==> src/rtl/pc_sequencer.sv <==
// Program-counter sequencer: next-PC selection for jal / jr / beq / fall-through,
// link register, and an optional circular return-address stack enabled by PC_SEQ_RAS_EN.
module pc_sequencer #(
    parameter int              PC_W      = 16,
    parameter int              JOFF_W    = 9,
    parameter int              BOFF_W    = 6,
    parameter logic [PC_W-1:0] RESET_PC  = '0,
    parameter int              RAS_DEPTH = 4
) (
    input  logic                         clk,
    input  logic                         rst,
    input  logic                         pc_write,
    input  logic [15:0]                  instruction,
    input  logic                         zero_flag,
    input  logic                         branch,
    input  logic                         jal,
    input  logic                         jr,
    input  logic [PC_W-1:0]              jr_target,
    output logic [PC_W-1:0]              pc,
    output logic [PC_W-1:0]              next_pc,
    output logic [PC_W-1:0]              link_address,
    output logic [$clog2(RAS_DEPTH):0]   ras_count,
    output logic                         ras_overflow,
    output logic                         ras_underflow
);

    localparam int CNT_W = $clog2(RAS_DEPTH) + 1;

    logic [PC_W-1:0] pc_plus_one;
    logic [PC_W-1:0] jal_offset;
    logic [PC_W-1:0] beq_offset;
    logic [PC_W-1:0] return_target;
    logic            unused_bits;

    // Offsets are sign-extended through a signed cast so any PC_W >= offset width works.
    assign jal_offset  = PC_W'($signed(instruction[JOFF_W-1:0]));
    assign beq_offset  = PC_W'($signed(instruction[BOFF_W-1:0]));
    assign pc_plus_one = pc + PC_W'(1);
    assign unused_bits = ^instruction;

    always_comb begin
        next_pc = pc_plus_one;
        if (jal) begin
            next_pc = pc + jal_offset;
        end else if (jr) begin
            next_pc = return_target;
        end else if (branch && zero_flag) begin
            next_pc = pc + beq_offset;
        end
    end

    always_ff @(posedge clk) begin
        if (rst) begin
            pc           <= RESET_PC;
            link_address <= '0;
        end else if (pc_write) begin
            pc <= next_pc;
            if (jal) begin
                link_address <= pc_plus_one;
            end
        end
    end

`ifdef PC_SEQ_RAS_EN
    localparam int PTR_W = $clog2(RAS_DEPTH);

    logic [PC_W-1:0]  ras_mem [RAS_DEPTH];
    logic [PTR_W-1:0] ras_sp;
    logic [PC_W-1:0]  ras_top;
    logic             ras_empty;
    logic             ras_full;
    logic             do_push;
    logic             do_pop;

    // ras_sp is the next free slot; once full it also addresses the oldest entry,
    // so a push simply overwrites it and the ring keeps the newest RAS_DEPTH addresses.
    assign ras_top       = ras_mem[ras_sp - PTR_W'(1)];
    assign ras_empty     = (ras_count == '0);
    assign ras_full      = (ras_count == CNT_W'(RAS_DEPTH));
    assign return_target = ras_empty ? jr_target : ras_top;
    assign do_push       = pc_write && jal;
    assign do_pop        = pc_write && !jal && jr;

    always_ff @(posedge clk) begin
        if (do_push && !rst) begin
            ras_mem[ras_sp] <= pc_plus_one;
        end
    end

    always_ff @(posedge clk) begin
        if (rst) begin
            ras_sp        <= '0;
            ras_count     <= '0;
            ras_overflow  <= 1'b0;
            ras_underflow <= 1'b0;
        end else if (do_push) begin
            ras_sp <= ras_sp + PTR_W'(1);
            if (ras_full) begin
                ras_overflow <= 1'b1;
            end else begin
                ras_count <= ras_count + CNT_W'(1);
            end
        end else if (do_pop) begin
            if (ras_empty) begin
                ras_underflow <= 1'b1;
            end else begin
                ras_sp    <= ras_sp - PTR_W'(1);
                ras_count <= ras_count - CNT_W'(1);
            end
        end
    end
`else
    assign return_target = jr_target;
    assign ras_count     = '0;
    assign ras_overflow  = 1'b0;
    assign ras_underflow = 1'b0;
`endif

endmodule

==> config.mk <==
export PLATFORM = sky130hd
export DESIGN_NAME = pc_sequencer
export DESIGN_NICKNAME = d
export VERILOG_FILES = /design/src/rtl/pc_sequencer.sv
export SDC_FILE = /design/constraint.sdc
export NUM_CORES = 1
export LEC_CHECK = 0
export BUFFER_PORTS_ARGS = -buffer_cell sky130_fd_sc_hd__clkbuf_2
export CAP_MARGIN = 20
export CORE_ASPECT_RATIO = 1.4
export CORE_MARGIN = 3
export CORE_UTILIZATION = 45
export DETAILED_ROUTE_END_ITERATION = 6
export HOLD_SLACK_MARGIN = 0.15
export PLACE_DENSITY = 0.75
export RECOVER_POWER = 50
export SYNTH_ARGS = -nofsm -noshare
export SYNTH_HDL_FRONTEND = slang
export SYNTH_SLANG_ARGS = --single-unit
export TNS_END_PERCENT = 1
==> constraint.sdc <==
create_clock -name clk -period 6.6 [get_ports clk]
set_clock_uncertainty 0.05 [all_clocks]
set_input_delay 0.66 -clock clk [delete_from_list [all_inputs] [get_ports clk]]
set_output_delay 0.66 -clock clk [all_outputs]
set_load 0.05 [all_outputs]
==> results.toml <==
[outcome]
status = "finished, violations left"
violations = "max-capacitance violations, max-slew violations"

[final_layout]
multiInputGateArea_mm2 = 0.00247
utilization_pct = 53.2
n_fill_cell = 747
most-common-layout-cells = "54 x nor2_1, 47 x nand2_1, 46 x clkbuf_2, 44 x a21oi_1, 34 x clkbuf_1"
layout.nets = 569
layout_commonest_cell = "nor2_1"
syn2layout_area_growth_pct = 13.8
seqCellArea_um2 = 641
fin_area_mm2 = 0.00371
diodes = 0
drive_gt1_share_pct = 12.3

[global_routing]
grt_first_pass_wirelength_mm = 16.9
grt_pass1_vias = 3426
track_usage_pct = 25.1
antenna_found_initial = 0
overflow = 0
grt_max_degree = 41

[logic_synthesis]
synth-seq-cells = 32
synth-edff-count = 0
syn_inst = 444
syn_avg_cell_area_um2 = 7.35
synth-main-ff-cell = "dfxtp_1"
yosys_warnings = 0
syn_area_mm2 = 0.00326
yosysSeqAreaShare_pct = 19.6
synthArstFlopShare_pct = 0
yosysUniqueCellTypes = 61

[critical_path]
crit_fanout = 4
criticalPathCategory = "in -> out"
cp.required_ns = 5.89
r2r_slack_ns = 3.41
start_kind = "input port"
crit_end = "next_pc[12]"
endpoint_kind = "output pin"
r2r_cells = 9
timing.rr.end = "pc[12]"
arrival_ns = 3.46
critPathLaunch = "instruction[0]"
r2r_start = "pc[0]"

[timing]
hold_violations = 0
max_freq_mhz = 240
rsz0062_at_grt = "false"
tightestPinTransition_ns = 1.70
fin_tns_setup_ns = 0
slew_headroom_pct = -13.5
period_needed_ns = 4.17
period_share_pct = 63.2
setup-violations-final = 0
slew_violations = 41

[detailed_routing]
first_pass_iters = 5
drtIter0Drc = 278
drc = 0
drtAntennaViolNets = 0
wl_per_cell_um = 17.4
num_vias = 3578
post_drt_via_cell_ratio = 5.96
wl_mm = 10.4

[pwr]
vdd_drop_max_uv = 90.8
power.share.clock_pct = 22.7
p_sw_share_pct = 47.8
power.density_mw_per_mm2 = 231
p_seq_share_pct = 27.6
p_int_uw = 448
p_comb_share_pct = 49.7
p_sw_uw = 410
power_leakage_uw = 0.00160

[clock_tree]
clk_latency_ns = 0.29
numCtsBuffers = 5
cts_hold_buf = 0
root_buffer = "clkbuf_8"
cts_buffer_depth = 2
cts.sinks = 32
cts.repair.resized = 0
htreeDepth = 2
cts_setup_buffers = 0
path_clk_slew_ns = 0.07
cts_tree = "done"

[flow_run]
max_cap_violations = 1

[placement]
port_buffers = 79
placed_cell_area_mm2 = 0.00365
hpwlAfterDp_mm = 7.92
gp_congestion = 0.974

[floorplan]
ioPinCount = 92
rows = 36
fp.dieH_um = 107
start_util_pct = 46.7
die-area_mm2 = 0.00832
die_w_um = 78.0
coreArea_mm2 = 0.00698

[worst_hold_path]
hp-class = "reg -> reg"
==> state kept, by name, indices dropped and copies added (netlist names) <==
| register | count |
|---|---|
| pc | 16 |
| link_address | 16 |
==> metal layers <==
layer | vias to the layer above | track usage [%] | share of wire [%]
li1 | 1757 | - | -
met1 | 1636 | 31.2 | 41
met2 | 156 | 43.6 | 49
met3 | 29 | 2.77 | 6.6
met4 | 0 | 10.8 | 3.2
met5 | - | 0 | 0
==> cell families after synthesis <==
logic type | share of synthesized area [%]
AOI/OAI and AO/OA | 30.7
xor gates and xnor gates | 8.32
adders and majority gates | 10.2
buffers and inverters | 5.22
DFF | 19.6
muxes | 2.80
other | 0.115
and+or+nand+nor | 23.0
==> power groups by stage <==
| stage | registers (uW) | clock network [uW] | logic (uW) |
|---|---|---|---|
| 2_1_floorplan | 283 | 0 | 288 |
| 3_3_place_gp | 239 | 0 | 422 |
| 3_5_place_dp | 240 | 0 | 425 |
| 4_1_cts | 236 | 197 | 426 |
| 5_1_grt | 240 | 204 | 460 |
| 6_report | 237 | 195 | 426 |
==> worst min-delay path by stage <==
stage                           from          endpoint  slack (ns)  cells past startpoint
floorplan            link_address[1]   link_address[1]        0.63                      2
global placement     link_address[1]   link_address[1]        0.40                      2
detailed placement  link_address[13]  link_address[13]        0.40                      2
CTS                 link_address[13]  link_address[13]        0.41                      2
global route         link_address[1]   link_address[1]        0.46                      2
finish              link_address[13]  link_address[13]        0.41                      2
==> through the flow <==
| step | power, uW | hold WS (ns) | instances | setup WS [ns] |
|---|---|---|---|---|
| finish | 858 | 0.405 | 600 | 2.43 |
| global route | 904 | 0.456 | 600 | 2.37 |
| CTS | 859 | 0.408 | 600 | 2.53 |
| detailed placement | 665 | 0.398 | 592 | 2.55 |
| global placement | 662 | 0.397 | 592 | 2.53 |
| floorplan | 571 | 0.626 | 448 | 2.73 |
==> worst max-delay path, stage by stage <==
cell      delay [ns]
clkbuf_2        0.08
ha_1            0.23
fa_1            0.43
a211oi_1        0.50
o21ai_0         0.26
a32oi_1         0.26
mux2_2          0.36
a22oi_1         0.28
a21o_1          0.13
clkbuf_2        0.27
==> final cells by class <==
class	instances	area share, %
clock buffer	6	1.95
timing repair buffer	79	9.54
clock inverter	2	0.943
tap	95	3.20
multi-input combinational	379	66.4
sequential	32	17.3
inverter	7	0.708
==> Yosys cell counts, types with 3 or more instances <==
master,number,share of area [%]
a2111oi_0,3,0.81
a211o_1,3,0.81
a211oi_1,15,3.5
a21o_1,11,2.5
a21oi_1,44,6.8
a22oi_1,7,1.6
a311oi_1,5,1.3
a31oi_1,3,0.58
and2_1,3,0.58
and3_1,4,0.77
buf_2,3,0.46
buf_4,5,1.2
clkbuf_1,19,2.2
dfxtp_1,32,20
ha_1,25,9.6
inv_1,6,0.69
mux2i_1,8,2.5
nand2_1,47,5.4
nand2b_1,4,0.77
nand3_1,15,2.3
nand4_1,3,0.58
nor2_1,54,6.2
nor3_1,16,2.5
nor4_1,6,1.2
o211ai_1,6,1.4
o21a_1,6,1.4
o21ai_0,19,2.9
or3_1,3,0.58
xnor2_1,15,4.0
xor2_1,16,4.3
Power figures use the tool's default switching activity.
